**config.mk**
```make
export PLATFORM = sky130hd
export DESIGN_NAME = pl3_memory
export DESIGN_NICKNAME = d
export VERILOG_FILES = /design/src/rtl/pl3_memory.sv
export SDC_FILE = /design/constraint.sdc
export NUM_CORES = 1
export LEC_CHECK = 0
export ABC_AREA = 1
export CAP_MARGIN = 25
export CORE_MARGIN = 3
export CORE_UTILIZATION = 40
export DETAILED_ROUTE_END_ITERATION = 10
export PLACE_DENSITY = 0.69
export SYNTH_ARGS = -nofsm -noshare
export SYNTH_HDL_FRONTEND = slang
export SYNTH_SLANG_ARGS = --single-unit
```
**constraint.sdc**
```tcl
create_clock -name i_clk -period 2.5 [get_ports i_clk]
set_input_delay 0.25 -clock i_clk [delete_from_list [all_inputs] [get_ports i_clk]]
set_output_delay 0.25 -clock i_clk [all_outputs]
set_load 0.02 [all_outputs]
```
**src/rtl/pl3_memory.sv**
```systemverilog
`default_nettype none
// ============================================================================
// Module   : pl3_memory
// Purpose  : Memory-access pipeline stage between execute and writeback.
//            ALU results pass through in one cycle; loads and stores run a
//            req/ack data-memory handshake with byte-lane steering, byte
//            enables and load sign/zero extension. Upstream is stalled while
//            an access is outstanding.
// Revision : 1.0  initial release
// ============================================================================
module pl3_memory #(
  parameter int DATA_W  = 32,
  parameter int RADDR_W = 5
) (
  input  logic               i_clk,
  input  logic               i_rst,
  input  logic               i_valid,
  input  logic [DATA_W-1:0]  i_alu_result,
  input  logic [DATA_W-1:0]  i_store_data,
  input  logic [RADDR_W-1:0] i_rd_addr,
  input  logic               i_reg_wr_en,
  input  logic               i_mem_rd,
  input  logic               i_mem_wr,
  input  logic [2:0]         i_funct3,
  output logic               o_stall,
  output logic               o_mem_req,
  output logic               o_mem_we,
  output logic [DATA_W-1:0]  o_mem_addr,
  output logic [DATA_W-1:0]  o_mem_wdata,
  output logic [3:0]         o_mem_be,
  input  logic               i_mem_ack,
  input  logic [DATA_W-1:0]  i_mem_rdata,
  output logic [DATA_W-1:0]  o_reg_wr_val,
  output logic [RADDR_W-1:0] o_reg_wr_addr,
  output logic               o_reg_wr_en,
  output logic               o_mem_fault
);

  typedef enum logic [0:0] {
    ST_IDLE   = 1'b0,
    ST_ACCESS = 1'b1
  } state_t;

  state_t               state_q;
  logic                 stall_q;
  logic                 req_q;
  logic                 we_q;
  logic [DATA_W-1:0]    addr_q;
  logic [DATA_W-1:0]    wdata_q;
  logic [3:0]           be_q;
  logic [DATA_W-1:0]    wr_val_q;
  logic [RADDR_W-1:0]   wr_addr_q;
  logic                 wr_en_q;
  logic                 fault_q;
  // Access context kept for the load-extract step when the ack arrives
  logic [2:0]           funct3_q;
  logic [1:0]           lane_q;
  logic [RADDR_W-1:0]   rd_q;

  logic                 legal_d;
  logic [DATA_W-1:0]    wdata_d;
  logic [3:0]           be_d;
  logic [DATA_W-1:0]    load_d;
  logic [7:0]           lbyte;
  logic [15:0]          lhalf;

  // Legality of the incoming access: funct3 must suit the op and address must be aligned
  always_comb begin
    legal_d = 1'b0;
    case (i_funct3)
      3'b000:  legal_d = 1'b1;
      3'b001:  legal_d = ~i_alu_result[0];
      3'b010:  legal_d = (i_alu_result[1:0] == 2'b00);
      3'b100:  legal_d = i_mem_rd;
      3'b101:  legal_d = i_mem_rd & ~i_alu_result[0];
      default: legal_d = 1'b0;
    endcase
  end

  // Store lane replication and byte enables
  always_comb begin
    wdata_d = i_store_data;
    be_d    = 4'b1111;
    case (i_funct3[1:0])
      2'b00: begin
        wdata_d = {4{i_store_data[7:0]}};
        be_d    = 4'b0001 << i_alu_result[1:0];
      end
      2'b01: begin
        wdata_d = {2{i_store_data[15:0]}};
        be_d    = i_alu_result[1] ? 4'b1100 : 4'b0011;
      end
      default: begin
        wdata_d = i_store_data;
        be_d    = 4'b1111;
      end
    endcase
  end

  // Load lane selection and sign/zero extension from the latched access context
  always_comb begin
    case (lane_q)
      2'd0:    lbyte = i_mem_rdata[7:0];
      2'd1:    lbyte = i_mem_rdata[15:8];
      2'd2:    lbyte = i_mem_rdata[23:16];
      default: lbyte = i_mem_rdata[31:24];
    endcase
    lhalf = lane_q[1] ? i_mem_rdata[31:16] : i_mem_rdata[15:0];
    case (funct3_q)
      3'b000:  load_d = {{24{lbyte[7]}}, lbyte};
      3'b001:  load_d = {{16{lhalf[15]}}, lhalf};
      3'b100:  load_d = {24'd0, lbyte};
      3'b101:  load_d = {16'd0, lhalf};
      default: load_d = i_mem_rdata;
    endcase
  end

  // Stage FSM: pass-through, request launch, ack completion and fault pulse
  always_ff @(posedge i_clk) begin
    if (i_rst) begin
      state_q   <= ST_IDLE;
      stall_q   <= 1'b0;
      req_q     <= 1'b0;
      we_q      <= 1'b0;
      addr_q    <= '0;
      wdata_q   <= '0;
      be_q      <= 4'b0000;
      wr_val_q  <= '0;
      wr_addr_q <= '0;
      wr_en_q   <= 1'b0;
      fault_q   <= 1'b0;
      funct3_q  <= 3'b000;
      lane_q    <= 2'b00;
      rd_q      <= '0;
    end else begin
      fault_q <= 1'b0;
      case (state_q)
        ST_IDLE: begin
          if (i_valid && (i_mem_rd || i_mem_wr)) begin
            wr_en_q <= 1'b0;
            if (legal_d) begin
              state_q  <= ST_ACCESS;
              stall_q  <= 1'b1;
              req_q    <= 1'b1;
              we_q     <= i_mem_wr;
              addr_q   <= {i_alu_result[DATA_W-1:2], 2'b00};
              wdata_q  <= i_mem_wr ? wdata_d : '0;
              be_q     <= i_mem_wr ? be_d : 4'b0000;
              funct3_q <= i_funct3;
              lane_q   <= i_alu_result[1:0];
              rd_q     <= i_rd_addr;
            end else begin
              fault_q  <= 1'b1;
            end
          end else if (i_valid) begin
            wr_val_q  <= i_alu_result;
            wr_addr_q <= i_rd_addr;
            wr_en_q   <= i_reg_wr_en & (i_rd_addr != '0);
          end else begin
            wr_en_q   <= 1'b0;
          end
        end
        ST_ACCESS: begin
          wr_en_q <= 1'b0;
          if (i_mem_ack) begin
            state_q <= ST_IDLE;
            stall_q <= 1'b0;
            req_q   <= 1'b0;
            if (!we_q) begin
              wr_val_q  <= load_d;
              wr_addr_q <= rd_q;
              wr_en_q   <= (rd_q != '0);
            end
          end
        end
        default: state_q <= ST_IDLE;
      endcase
    end
  end

  assign o_stall       = stall_q;
  assign o_mem_req     = req_q;
  assign o_mem_we      = we_q;
  assign o_mem_addr    = addr_q;
  assign o_mem_wdata   = wdata_q;
  assign o_mem_be      = be_q;
  assign o_reg_wr_val  = wr_val_q;
  assign o_reg_wr_addr = wr_addr_q;
  assign o_reg_wr_en   = wr_en_q;
  assign o_mem_fault   = fault_q;

endmodule
`default_nettype wire
```
==> Word-level counts from Yosys, hierarchy flattened <==
Cells that the tools add are included.
{ "op_classes": {"reduce_logical": 13, "eq_ne": 16, "shifts": 1, "mux": 33, "n_bitwise": 5} }
{ "ops": {"columns": ["cell", "n"], "rows": [
  ["2-to-1 mux 32 bit", 5],
  ["case mux 32 bit (2 select lines)", 2],
  ["case mux 32 bit (4 select lines)", 1],
  ["case mux 8 bit (3 select lines)", 1],
  ["2-to-1 mux 5 bit", 4],
  ["2-to-1 mux 16 bit", 1],
  ["== test 3 bit (second input constant)", 4],
  ["!= test 2 bit (second input constant)", 6],
  ["2-to-1 mux 1 bit", 11],
  ["case mux 5 bit (2 select lines)", 1],
  ["nonzero test 5 bit", 2],
  ["2-to-1 mux 4 bit", 2],
  ["case mux 4 bit (2 select lines)", 1],
  ["== test 3 x 1 -> 1 bit (second input constant)", 2],
  ["logical NOT 2 bit", 3],
  ["logical NOT 3 bit", 2],
  ["case mux 1 bit (2 select lines)", 3],
  ["AND reduction 3 bit", 2],
  ["case mux 1 bit (5 select lines)", 1],
  ["== test 2 x 1 -> 1 bit (second input constant)", 2],
  ["AND reduction 4 bit", 1],
  ["left shift 1 x 2 -> 4 bit (first input constant)", 1],
  ["== test 3 x 2 -> 1 bit (second input constant)", 1],
  ["inverter 1 bit", 3],
  ["other kinds (5)", 6]
]} }
{ "word_totals": {"ff_bits": 118, "word_cells": 81, "output_inout_bits": 110} }

==> Longest topological paths before layout <==
{ "depth": {"ltp_word": 6, "mapped_depth": 9, "ltp_nobuf": 8} }

==> Worst setup path before layout <==
OpenSTA, ideal clock, no wires.
{ "synth_timing": {"path_type": "flip-flop to flip-flop", "start": "reg state_q", "end": "reg we_q, in the netlist o_mem_we", "setup_time_ps": 132, "arrival_ps": 1145, "slack_ps": 1223, "path_stages_with_launch": 10, "synth_period_minus_slack_ps": 1277, "required_time_ps": 2368, "cell_sequence": "dfxtp_1 -> buf_6 -> inv_4 -> nand2_2 -> nor2_4 -> nand3_4 -> buf_6 -> buf_2 -> nand2_1 -> a21oi_1"} }
{ "synth_between": {"elab_chain_len": 2} }
{ "synth_rtl": {"columns": ["item", "line_no", "rtl"], "rows": [
  ["start: declaration", "44", "state_t state_q;"],
  ["start signal: assignment", "121", "state_q <= ST_IDLE;"],
  ["start signal: assignment", "142", "state_q <= ST_ACCESS;"],
  ["start signal: assignment", "166", "state_q <= ST_IDLE;"],
  ["inverter 1 bit (no line)", null, null],
  ["AND reduction 3 bit (no line)", null, null],
  ["end signal: assignment", "145", "we_q <= i_mem_wr;"],
  ["end: declaration", "47", "logic we_q;"]
]} }
No other way between the ends.
A chain may end at the register's enable or synchronous reset.

==> Worst setup path in the final report <==
{ "layout_timing": {"start": "in i_funct3[1]", "end": "reg wdata_q[26], in the netlist o_mem_wdata[26]"} }
{ "layout_between": {"elab_chain_len": 3, "elab_cells_between_ends": 11} }
{ "layout_rtl": {"columns": ["item", "line_no", "rtl"], "rows": [
  ["start: declaration", "24", "input logic [2:0] i_funct3,"],
  ["== test 3 bit (tied with other cells)", "70", "case (i_funct3)"],
  ["case mux 1 bit (5 select lines) or case mux 32 bit (2 select lines) (tied branches)", "70, 84", null],
  ["AND reduction 3 bit (no line) or 2-to-1 mux 32 bit (tied branches)", null, null],
  ["end signal: assignment", "147", "wdata_q <= i_mem_wr ? wdata_d : '0;"],
  ["end: declaration", "49", "logic [DATA_W-1:0] wdata_q;"]
]} }
Parallel ways exist; a longest one is shown, timed or not.

==> results.sh <==
export IMPL_initialDrtViolationCount=368
export IMPL_netlist_instances=931
export IMPL_cts_buffer_depth=2
export IMPL_min_path_cells=3
export IMPL_grt_use_met3_pct=7.167
export IMPL_crit_start="i_funct3[1]"
export IMPL_worstRegToRegCells=7
export IMPL_busiest_layer="met2"
export IMPL_synth_most_common_cell="nand2_1"
export IMPL_async_flop_share_pct=0
export IMPL_grt_overflow_total=0
export IMPL_synthFlopType="dfxtp_1"
export IMPL_grt_pass1_vias=6067
export IMPL_netlist_area_um2=5962
export IMPL_place_ws_ns=0.1482
export IMPL_synth_distinct_cells=32
export IMPL_placed_cells=1281
export IMPL_gr_usage_met2_pct=38.57
export IMPL_final_setup_tns_ns=0
export IMPL_clk_latency_ns=0.42
export IMPL_status="finished clean"
export IMPL_drc=0
export IMPL_dieArea_um2=16410
export IMPL_port_buffers=218
export IMPL_hold_slack_ns=0.4120
export IMPL_fin_cells=1312
export IMPL_r2r_end="o_reg_wr_val[5]"
export IMPL_cts_tree="done"
export IMPL_intPower_uw=4015
export IMPL_first_pass_iters=5
export IMPL_synth_seq_cells=118
export IMPL_fin_total_pwr_uw=5519
export IMPL_syn_area_per_cell_um2=6.404
export IMPL_path_clk_slew_ns=0.05
export IMPL_fin_crit_sh_pct=78.76
export IMPL_max_slew_margin_pct=39.58
export IMPL_nets=1231
export IMPL_start_util_pct=41.97
export IMPL_fin_ws_ns=0.5310
export IMPL_clock_sinks=118
export IMPL_antenna_found_initial=1
export IMPL_switching_share_pct=27.25
export IMPL_start_kind="input pin"
export IMPL_synthToLayoutAreaGrowth_pct=47.53
export IMPL_vdd_drop_max_v=0.0004163
export IMPL_place_gp_congestion=0.8967
export IMPL_dpl_hpwl_um=14250
export IMPL_drt_total_wl_um=20070
export IMPL_rows=43
export IMPL_num_vias=6516
export IMPL_power_frac_clock_pct=43.8
export IMPL_min_path_type="input pin to flop"
export IMPL_arrival_ns=2.23
export IMPL_yosysWarnings=0
export IMPL_cp_endpoint="o_mem_wdata[26]"
export IMPL_reg2reg_slack_ns=0.65
export IMPL_skew_ns=0.002951
export IMPL_p_leak_uw=0.003636
export IMPL_cts_root_buf="clkbuf_16"
export IMPL_grt_pass1_wl_um=31790
export IMPL_slew_viol_final=0
export IMPL_ant_nets=0
export IMPL_cts_setup_buffers=0
export IMPL_pin_count=221
export IMPL_tightest_slew_ns=0.9063
export IMPL_numCtsBuffers=17
export IMPL_synthTopCellsByArea="dfxtp_1 40%, nand2_1 20%, a21oi_1 13%, inv_1 5.2%, nor2_1 4.1%"
export IMPL_crit_required_ns=2.76
export IMPL_cp_max_fo=13
export IMPL_combPwrFrac_pct=19.4
export IMPL_maxCapViolations=0
export IMPL_n_antenna_cell=0
export IMPL_core_area_um2=14200
export IMPL_endpoint_kind="flop"
export IMPL_grt_max_degree=96
export IMPL_cts_resized=0
export IMPL_rsz0062_at_grt="no"
export IMPL_synth_top_area_cell="dfxtp_1"
export IMPL_synth_top_area_share_pct=39.62
export IMPL_r2r_start="state_q"
export IMPL_power_density_nw_per_um2=627.4
export IMPL_grt_use_met1_pct=31.75
export IMPL_slowest_stage="clkdlybuf4s50_1"
export IMPL_viasPerCell=4.966
export IMPL_die_y_um=128.1
export IMPL_ys_top_cells_by_count="311 x nand2_1, 154 x a21oi_1, 118 x dfxtp_1"
export IMPL_yosysSeqAreaShare_pct=39.62
export IMPL_drive_gt1_share_pct=6.714
export IMPL_dieWidth_um=128.1
export IMPL_setup_violations=0
export IMPL_synth_edf_count=0
export IMPL_critPathMaxStageDelay_ns=0.63
export IMPL_cp_cell_sequence="clkdlybuf4s50_1, buf_4, nor2_1, nand2_1, o211ai_1, nor2_1, nand2_1, a21oi_1"
export IMPL_max_freq_mhz=507.9
export IMPL_cts_max_level=4
export IMPL_hold_viol=0
export IMPL_worstSetupPathType="input pin to flop"
export IMPL_track_usage_pct=24.49
export IMPL_net_switching_power_uw=1504
export IMPL_pwr_share_seq_pct=36.8
export IMPL_hold_buffers=0
export IMPL_period_minus_slack_ns=1.969
export IMPL_wl_per_cell_um=15.29
-- through the flow --
stage	instance area, um2	utilization (%)
after floorplan	5966	-
after global placement	8184	57.62
after detailed placement	8212	57.81
after CTS	8796	61.93
after global routing	8796	61.93
final	8796	61.93
-- critical path, delay by kind of cell --
family	cells	cell delay, ns
buffers and inverters	2	0.90
and+or+nand+nor	4	0.89
AOI/OAI and AO/OA	2	0.19
-- state kept, by name, summed over array words and instances, names as in the netlist --
name,count
o_mem_be,4
o_mem_addr,30
funct3_q,3
lane_q,2
o_reg_wr_val,32
o_mem_req,1
rd_q,5
o_mem_fault,1
state_q,1
o_reg_wr_addr,5
o_mem_we,1
o_reg_wr_en,1
o_mem_wdata,32
-- power groups by stage --
stage | clock network [uW] | registers, uW | logic, uW
finish | 2420 | 2030 | 1070
global route | 2540 | 2040 | 1180
CTS | 2460 | 2030 | 1070
detailed placement | 0 | 2070 | 1070
global placement | 0 | 2070 | 1060
floorplan | 0 | 2160 | 483
-- cell families (layout without fill, tap and decap cells) --
kind of cell | Yosys count | count (layout) | share of synthesized area, %
other | 1 | 2 | 0.06290
buffers and inverters | 154 | 354 | 10.93
AOI/OAI and AO/OA | 213 | 213 | 18.87
DFF | 118 | 118 | 39.62
and+or+nand+nor | 445 | 445 | 30.51
-- final cells by class --
type / count / area [um2]
clock buffers: 22 / 484.2
clock inverters: 9 / 100.1
fillers: 1364 / 5408
inverters: 91 / 344.1
multi-input cells: 660 / 2952
flip-flops and latches: 118 / 2364
well taps: 180 / 225.2
repair buffers: 232 / 2327
-- cell usage in the layout, fill, tap and decap left out, types with 2 or more instances in the layout --
master / n
a21oi_1: 154
buf_12: 2
buf_4: 11
bufinv_16: 2
clkbuf_16: 17
clkbuf_8: 4
clkdlybuf4s50_1: 217
clkinv_1: 2
clkinv_2: 5
clkinvlp_4: 2
conb_1: 2
dfxtp_1: 117
inv_1: 83
inv_2: 5
nand2_1: 311
nand3_1: 32
nor2_1: 65
nor3_1: 7
o211ai_1: 15
o21ai_0: 38
o21ai_1: 2
or2_0: 3
or2_1: 5
or2_2: 16
-- worst min path at each step --
| stage | startpoint | endpoint | slack, ns |
|---|---|---|---|
| 5_1_grt | i_alu_result[29] | o_mem_addr[29] | 0.42 |
| 2_1_floorplan | i_funct3[2] | funct3_q[2] | 0.39 |
| 3_3_place_gp | o_mem_addr[3] | o_mem_addr[3] | 0.45 |
| 3_5_place_dp | o_mem_addr[10] | o_mem_addr[10] | 0.45 |
| 4_1_cts | i_alu_result[21] | o_mem_addr[21] | 0.40 |
| 6_report | i_alu_result[20] | o_mem_addr[20] | 0.41 |
-- metal layers --
metal | vias to the layer above | part of all wire, % | routed length [um]
met5 | - | 0.035 | 7
met4 | 2 | 2.5 | 495
met3 | 36 | 7.4 | 1493
met2 | 221 | 47 | 9342
met1 | 2935 | 43 | 8727
li1 | 3322 | - | -
Power figures use the tool's default switching activity.
